## src/rtl/adc_sample_conditioner_if.sv

```systemverilog
// NLC sample handshake between the ADC conditioner (master, source of samples) and the
// NLC processor (slave, consumer).
//   x_centered_scaled           master->slave  conditioned sample word, held until released
//   x_centered_scaled_in_ready  master->slave  1-cycle pulse: x_centered_scaled is new
//   x_output_ready              slave->master  NLC done pulse, releases the master for a new word
interface adc_sample_conditioner_if #(
    parameter int unsigned WL = 32
);
    logic [WL-1:0] x_centered_scaled;
    logic          x_centered_scaled_in_ready;
    logic          x_output_ready;

    modport master (
        output x_centered_scaled,
        output x_centered_scaled_in_ready,
        input  x_output_ready
    );

    modport slave (
        input  x_centered_scaled,
        input  x_centered_scaled_in_ready,
        output x_output_ready
    );
endinterface

```

## src/rtl/adc_sample_conditioner.sv

```systemverilog
// ADC sample conditioner: buffers raw ADC codes in a FIFO, centres each one (subtract
// offset), scales it (multiply, arithmetic shift, clamp) and hands one word at a time to the
// NLC processor, holding it until NLC signals x_output_ready.
// Ports:
//   clk, reset        system clock; asynchronous active-low reset
//   adc_data/valid    raw unsigned ADC code and push request
//   adc_offset/scale  centre code and signed scale, sampled when a sample is popped
//   nlc               NLC handshake (master side)
//   fifo_count        FIFO occupancy 0..DEPTH
//   overflow          sticky, a push was dropped at full
//   saturated         pulse alongside in_ready when the result was clamped
//   busy              FSM is not idle
module adc_sample_conditioner #(
    parameter int unsigned ADC_WL     = 14,
    parameter int unsigned WL         = 32,
    parameter int unsigned FRAC_SHIFT = 8,
    parameter int unsigned DEPTH      = 8
) (
    input  logic                      clk,
    input  logic                      reset,
    input  logic [ADC_WL-1:0]         adc_data,
    input  logic                      adc_valid,
    input  logic [ADC_WL-1:0]         adc_offset,
    input  logic [WL-1:0]             adc_scale,
    adc_sample_conditioner_if.master  nlc,
    output logic [$clog2(DEPTH):0]    fifo_count,
    output logic                      overflow,
    output logic                      saturated,
    output logic                      busy
);
    localparam int unsigned PtrW  = $clog2(DEPTH);
    localparam int unsigned DiffW = ADC_WL + 1;
    localparam int unsigned ProdW = DiffW + WL;
    localparam int unsigned ResW  = ProdW - FRAC_SHIFT;

    typedef enum logic [2:0] {StIdle, StCalc1, StCalc2, StIssue, StWait} state_e;

    // FIFO
    logic [ADC_WL-1:0] mem_q [DEPTH];
    logic [PtrW-1:0]   wr_ptr_q, rd_ptr_q;
    logic [PtrW:0]     count_q;
    logic              overflow_q;
    logic              full, pop, push;

    // Pipeline and FSM
    state_e                  state_q;
    logic signed [DiffW-1:0] diff_q;
    logic signed [WL-1:0]    scale_q;
    logic signed [ProdW-1:0] prod_q;
    logic [WL-1:0]           out_q;
    logic                    clip_q;
    logic                    in_ready_q;
    logic                    sat_pulse_q;

    logic signed [DiffW-1:0] head_diff;
    logic signed [ResW-1:0]  res;
    logic [ResW-WL:0]        res_hi;
    logic                    clip_pos, clip_neg;
    logic [WL-1:0]           res_sat;

    assign full = (count_q == (PtrW+1)'(DEPTH));
    assign pop  = (state_q == StIdle) && (count_q != '0);
    // A push at full is still accepted when the same edge frees a slot.
    assign push = adc_valid && (!full || pop);

    always_ff @(posedge clk) begin
        if (push) begin
            mem_q[wr_ptr_q] <= adc_data;
        end
    end

    always_ff @(posedge clk or negedge reset) begin
        if (!reset) begin
            wr_ptr_q   <= '0;
            rd_ptr_q   <= '0;
            count_q    <= '0;
            overflow_q <= 1'b0;
        end else begin
            if (push) wr_ptr_q <= wr_ptr_q + 1'b1;
            if (pop)  rd_ptr_q <= rd_ptr_q + 1'b1;
            if (push && !pop)      count_q <= count_q + 1'b1;
            else if (pop && !push) count_q <= count_q - 1'b1;
            if (adc_valid && full && !pop) overflow_q <= 1'b1;
        end
    end

    assign head_diff = {1'b0, mem_q[rd_ptr_q]} - {1'b0, adc_offset};

    // Floor shift; the dropped top bits are sign copies, so truncation is exact.
    assign res      = ResW'(prod_q >>> FRAC_SHIFT);
    assign res_hi   = res[ResW-1:WL-1];
    assign clip_pos = !res[ResW-1] && (|res_hi);
    assign clip_neg =  res[ResW-1] && !(&res_hi);

    always_comb begin
        res_sat = res[WL-1:0];
        if (clip_pos) res_sat = {1'b0, {(WL-1){1'b1}}};
        if (clip_neg) res_sat = {1'b1, {(WL-1){1'b0}}};
    end

    always_ff @(posedge clk or negedge reset) begin
        if (!reset) begin
            state_q     <= StIdle;
            diff_q      <= '0;
            scale_q     <= '0;
            prod_q      <= '0;
            out_q       <= '0;
            clip_q      <= 1'b0;
            in_ready_q  <= 1'b0;
            sat_pulse_q <= 1'b0;
        end else begin
            in_ready_q  <= 1'b0;
            sat_pulse_q <= 1'b0;
            unique case (state_q)
                StIdle: begin
                    if (pop) begin
                        diff_q  <= head_diff;
                        scale_q <= adc_scale;
                        state_q <= StCalc1;
                    end
                end
                StCalc1: begin
                    prod_q  <= ProdW'(diff_q) * ProdW'(scale_q);
                    state_q <= StCalc2;
                end
                StCalc2: begin
                    out_q   <= res_sat;
                    clip_q  <= clip_pos || clip_neg;
                    state_q <= StIssue;
                end
                StIssue: begin
                    // Registered pulse: visible in the cycle after the ISSUE edge, word already stable.
                    in_ready_q  <= 1'b1;
                    sat_pulse_q <= clip_q;
                    state_q     <= StWait;
                end
                StWait: begin
                    if (nlc.x_output_ready) state_q <= StIdle;
                end
                default: state_q <= StIdle;
            endcase
        end
    end

    assign nlc.x_centered_scaled          = out_q;
    assign nlc.x_centered_scaled_in_ready = in_ready_q;
    assign fifo_count = count_q;
    assign overflow   = overflow_q;
    assign saturated  = sat_pulse_q;
    assign busy       = (state_q != StIdle);
endmodule
```

## src/flat_wrapper.sv

```systemverilog
// flat-port wrapper written by rule: the top's interface ports become plain ports
module adc_sample_conditioner_flat 
#(
    parameter int unsigned ADC_WL     = 14,
    parameter int unsigned WL         = 32,
    parameter int unsigned FRAC_SHIFT = 8,
    parameter int unsigned DEPTH      = 8
)
  (clk, reset, adc_data, adc_valid, adc_offset, adc_scale, fifo_count, overflow, saturated, busy, nlc_x_centered_scaled, nlc_x_centered_scaled_in_ready, nlc_x_output_ready);
  adc_sample_conditioner_if #(.WL(WL)) nlc_i ();
  input  logic clk;
  input  logic reset;
  input  logic [ADC_WL-1:0] adc_data;
  input  logic adc_valid;
  input  logic [ADC_WL-1:0] adc_offset;
  input  logic [WL-1:0] adc_scale;
  output logic [$clog2(DEPTH):0] fifo_count;
  output logic overflow;
  output logic saturated;
  output logic busy;
  output wire logic [$bits(nlc_i.x_centered_scaled)-1:0] nlc_x_centered_scaled;
  output wire logic [$bits(nlc_i.x_centered_scaled_in_ready)-1:0] nlc_x_centered_scaled_in_ready;
  input wire logic [$bits(nlc_i.x_output_ready)-1:0] nlc_x_output_ready;
  assign nlc_x_centered_scaled = nlc_i.x_centered_scaled;
  assign nlc_x_centered_scaled_in_ready = nlc_i.x_centered_scaled_in_ready;
  assign nlc_i.x_output_ready = nlc_x_output_ready;
  adc_sample_conditioner #(.ADC_WL(ADC_WL), .WL(WL), .FRAC_SHIFT(FRAC_SHIFT), .DEPTH(DEPTH)) u_core (.clk(clk), .reset(reset), .adc_data(adc_data), .adc_valid(adc_valid), .adc_offset(adc_offset), .adc_scale(adc_scale), .nlc(nlc_i), .fifo_count(fifo_count), .overflow(overflow), .saturated(saturated), .busy(busy));
endmodule
```

## config.mk

```make
export PLATFORM = sky130hd
export DESIGN_NAME = adc_sample_conditioner_flat
export DESIGN_NICKNAME = d
export VERILOG_FILES = /design/src/rtl/adc_sample_conditioner_if.sv /design/src/rtl/adc_sample_conditioner.sv /design/src/flat_wrapper.sv
export SDC_FILE = /design/constraint.sdc
export NUM_CORES = 2
export LEC_CHECK = 0
export BUFFER_PORTS_ARGS = -buffer_cell sky130_fd_sc_hd__buf_4
export CAP_MARGIN = 30
export CORE_ASPECT_RATIO = 1.4
export CORE_MARGIN = 5
export CORE_UTILIZATION = 30
export CTS_BUF_LIST = sky130_fd_sc_hd__clkbuf_8
export DETAILED_ROUTE_END_ITERATION = 16
export PLACE_DENSITY = 0.45
export SLEW_MARGIN = 20
export SYNTH_ARGS = -nofsm -noshare
export SYNTH_HDL_FRONTEND = slang
export SYNTH_SLANG_ARGS = --single-unit
```

## constraint.sdc

```tcl
create_clock -name clk -period 5.6 [get_ports clk]
set_input_delay 0.28 -clock clk [delete_from_list [all_inputs] [get_ports clk]]
set_output_delay 0.28 -clock clk [all_outputs]
set_load 0.005 [all_outputs]
```

Word-level counts from Yosys, hierarchy flattened:

Memory sizes are Yosys's and may differ from the RTL's.
Index checks and enable logic that the tools add are counted.

* add/subtract/negate cells: 5
* $mul: 1
* divide/modulo/power cells: 0
* magnitude comparators: 0
* equal/unequal tests: 7
* shift-type cells: 0
* multiplexer cells: 11
* bitwise gates (word level): 0
* reduce and logical (&&, ||, !) cells: 23

Operators by type and width (number)
* 2-to-1 mux 32 bit: 2
* multiplier 15 x 32 -> 47 bit: 1
* case mux 3 bit (5 select lines): 1
* subtractor 14 x 14 -> 15 bit: 1
* logical AND 1 bit: 8
* 2-to-1 mux 4 bit: 2
* AND reduction 8 bit: 1
* OR reduction 8 bit: 1
* adder 3 x 1 -> 3 bit, second input constant: 2
* == test 3 x 2 -> 1 bit, second input constant: 2
* 2-to-1 mux 3 bit: 2
* zero test 1 bit: 5
* adder 4 x 1 -> 4 bit, second input constant: 1
* == test 4 bit, second input constant: 1
* 2-to-1 mux 1 bit: 4
* AND reduction 2 bit: 2
* nonzero test 4 bit: 1
* subtractor 4 x 1 -> 4 bit, second input constant: 1
* == test 3 x 1 -> 1 bit, second input constant: 1
* == test 3 bit, second input constant: 1
* zero test 3 bit: 1
* nonzero test 3 bit: 1
* logical OR 1 bit: 2
* != test 2 x 1 -> 1 bit, second input constant: 1
* other kinds (2): 2

* bits in registers: 143
* latch bits: 0
* memory bits (writable): 112
* ROM bits: 0
* input bits: 64
* output and inout port bits: 40
* logic and storage cells: 60
* memories kept: 1

Memory list
* u_core.mem_q: words 8, bits a word 14, read ports 1, clocked after memory_dff 0, write ports 1, RTL line adc_sample_conditioner.sv:39 `logic [ADC_WL-1:0] mem_q [DEPTH];`

Depth between registers and ports, before layout:

* depth in word-level cells: 8
* gate-level depth with buffers: 25
* mapped depth without buffers: 23

Worst setup path after synthesis:

OpenSTA, ideal clock, no wires.

* kind: register to register
* start point: register u_core.diff_q[14]
* end point: register u_core.prod_q[45]
* setup time: 0.129 ns
* arrival time: 5.952 ns
* required time: 5.471 ns
* slack: -0.481 ns
* stages on the path, launching flop included: 23
* buffers on the path: 2
* period minus slack after synthesis: 6.081 ns
* path through: dfrtp_1 inv_1 clkbuf_1 buf_1 nor2_1 fa_1 fa_1 fa_1 fa_1 fa_1 inv_1 fa_1 inv_1 ha_1 a21oi_2 o21ai_2 a2111oi_4 o21bai_2 a211oi_4 o31ai_4 a221oi_2 xnor2_1 o21ai_1

* word-level cells in the longest chain between the ends: 1

Ends and longest elaborated chain
* from (decl): RTL line adc_sample_conditioner.sv:47 `logic signed [DiffW-1:0] diff_q;`
* from (signal assigned): RTL line adc_sample_conditioner.sv:117 `diff_q <= head_diff;`
* multiplier 15 x 32 -> 47 bit: RTL line adc_sample_conditioner.sv:123 `prod_q <= ProdW'(diff_q) * ProdW'(scale_q);`
* to (signal assigned): RTL line adc_sample_conditioner.sv:123
* to (decl): RTL line adc_sample_conditioner.sv:49 `logic signed [ProdW-1:0] prod_q;`

Every way passes these cells.
A chain may end at the register's enable or synchronous reset.

Worst setup path after layout:

* start point: register u_core.diff_q[5]
* end point: register u_core.prod_q[44]

Same word-level chain as after synthesis.

==> metrics.txt <==
status complete, but fails checks; violated checks negative setup slack; Routed Antenna Nets 0; clk sinks 247; root buf cell clkbuf_8; pre-CTS WS -0.715 ns; kind of critical path flop to flop; fin crit period 6.12 ns; post-route DRC violation count 0; R2R cell count 23; starting density of the core 0.303; DP HPWL 58,300 um; Synth Cell Area 26,400 um^2; clock buffer depth 3; CP startpoint kind flop; IO Count 104; Cells after Synth 2,646; design area 33,200 um^2; Critical Path RT 6.11 ns; Synth Register Bits 247; Tot GR Track Use 0.152; routed via count 18,900; Final #Nets 3,687; Max-slew headroom 0.400; Adder-Cell Fraction of Synth Area 0.399; HP Class input pin to asynchronous set/reset pin; Core Region 87,100 um^2; Post-synth top flop dfrtp_1; Chip Width 261 um; yosys warns 0; Die ar. 94,000 um^2; number of global-route vias before repair 20,900; clock latency on the worst-skew pair 0.66 ns; register area share after synthesis 0.256; Max-cap violations 0; Syn Nets 3,285; Initial DRC Count 783; post-synthesis xor/xnor area fraction 0.0203; crit-path max cell delay 0.51 ns; crit path launch u_core.diff_q[5]; critical path's most frequent cell fa_1; largest family of logic cells by synthesized area adder cells; Die Y 361 um; Distinct cells, synth 67; Worst setup EP type flop; largest net degree at the start of global routing 86; global route overflow 0; Post-Place Cell Area 30,700 um^2; Crit Path Max Fanout 10; DR WL/cell 17.1 um; count leader, synth inv_1; area delta synth->final 26.1%; gp weighted congestion 0.847; Slew Viols, Final 0; CTS buffer count 42; CP Data Arrival Time 6.63 ns; final hold vios 0; Fmax achieved 0.163 GHz; Simple-Gate Fraction of Synth Area 0.145; Fin Setup TNS -10.59 ns; IO buf count 103; CTS tree built; slack of the critical path -0.518 ns; mux cell area share after synthesis 0.0307; reg2reg end u_core.prod_q[44]; share of cells above drive strength 1 0.227; Post-synth ARST share 0.547; Setup Skew 0.0586 ns; H-Tree Depth 2; Clock Pin Slew Worst Setup and Hold Paths 0.07 ns; most common library cells after synthesis inv_1 (513), nand2_1 (497), fa_1 (444), and2_1 (176), dfrtp_1 (135); Slew @ Worst Pin 0.899 ns; Via-to-Cell Ratio 4.44; Detailed Route WL 72,800 um; row count 128; unrepaired setup endpoints after global routing yes; Slowest-stage cell, CP fa_1; complex-gate fraction of the synthesized area 0.0588; number of flops mapped to enable cells by yosys 112; fin util 0.382; initial antenna violation count 2; r2r setup slk -0.52 ns; post-synth top area share 0.337; r2r startpoint u_core.diff_q[5]; first-pass GRT wire length 115,000 um; number of detailed-route iterations in the first pass 6; area leader, netlist fa_1; CP cell instances buf_12 -> clkbuf_16 -> and2_1 -> fa_1 -> inv_1 -> fa_1 -> inv_1 -> fa_1 -> fa_2 -> fa_1 -> inv_1 -> fa_1 -> inv_1 -> ha_4 -> nand2_2 -> and3_1 -> o21a_4 -> a211oi_2 -> a211oi_4 -> buf_6 -> o31ai_4 -> a21oi_2 -> a211o_1; final period utilization 1.09; post-synthesis average cell area 9.96 um^2; Area contributors post-synth fa_1 (34%), dfrtp_1 (13%), edfxtp_1 (13%), inv_1 (7.3%), nand2_1 (7.1%); Setup violations, final 32
cell usage in the layout, fill, tap and decap left out, types with 24 or more instances in the layout:
cell type,netlist,final
edfxtp_1,112,112
a21oi_1,40,24
fa_1,444,426
buf_12,0,24
buf_6,0,25
dlygate4sd3_1,0,50
nand2_1,497,490
and2_1,176,169
inv_1,513,514
nor2_1,87,76
o21ai_0,102,90
dfrtp_1,135,113
buf_4,0,370
mux4_2,28,28
a21o_1,34,33
clkbuf_8,0,48
ha_1,131,108
xnor2_1,38,32
state kept, by name, summed over array words and instances, names as in the netlist:
signal                                 flops
u_core.clip_q                              1
u_core.overflow                            1
u_core.fifo_count                          4
u_core.scale_q                            32
u_core.nlc.x_centered_scaled              32
u_core.rd_ptr_q                            3
u_core.nlc.x_centered_scaled_in_ready      1
u_core.mem_q                             112
u_core.state_q                             3
u_core.diff_q                             15
u_core.prod_q                             39
u_core.wr_ptr_q                            3
u_core.saturated                           1
layout make-up:
type | instances | area, um^2
repair buffers | 480 | 4280
inverters | 513 | 1930
multi-input cells | 1764 | 18000
well taps | 1170 | 1460
flip-flops and latches | 247 | 6770
clock inverters | 23 | 143
fillers | 8816 | 53900
diodes | 1 | 2.50
clock buffers | 48 | 661
worst max path at each step:
stage	to	slack [ns]	depth (start not counted)
after floorplan	u_core.prod_q[44]	-0.15	23
after global placement	u_core.prod_q[44]	-0.61	22
after detailed placement	u_core.prod_q[44]	-0.72	22
after CTS	u_core.prod_q[44]	-0.60	27
after global routing	u_core.prod_q[45]	-0.78	24
final	u_core.prod_q[44]	-0.52	23
layer usage:
metal	part of all wire	vias to the layer above	GRT usage
li1	-	8893	-
met1	0.43	9564	0.202
met2	0.51	302	0.267
met3	0.028	91	0.0176
met4	0.025	2	0.0361
met5	0.00018	-	0
cells by family (layout without fill, tap and decap cells):
family,count (synthesis),after routing
flops,247,247
simple gates,843,843
compound gates,241,241
other cells,0,1
fa+ha+maj,575,575
xor+xnor,61,61
buf+inv,635,1064
mux,44,44
stage by stage:
step | cells | hold slack (ns)
after floorplan | 2646 | -0.0156
after global placement | 4076 | 0.414
after detailed placement | 4083 | 0.417
after CTS | 4207 | 0.0359
after global routing | 4246 | 0.00679
final | 4246 | 0.0314
critical path: cells and delay by family (launching register included):
family / cells / cell delay [ns]
buffers and inverters: 7 / 0.66
AO/OA/AOI/OAI: 6 / 1.28
AND/OR/NAND/NOR: 3 / 0.39
flip-flops: 1 / 0.44
adder cells (fa/ha/maj): 7 / 3.18
timing repair:
item	in CTS	in global routing
gates cloned	0	6
endpoints found under the setup margin	34	36
resized for setup	48	123
hold buffers	50	0
setup buffers	3	29
pin swaps	27	72
endpoints found under the hold margin	231	0
Power is left out: the tool's default activity adds up to more than one toggle a clock period on the data nets, which glitch-free logic cannot reach.
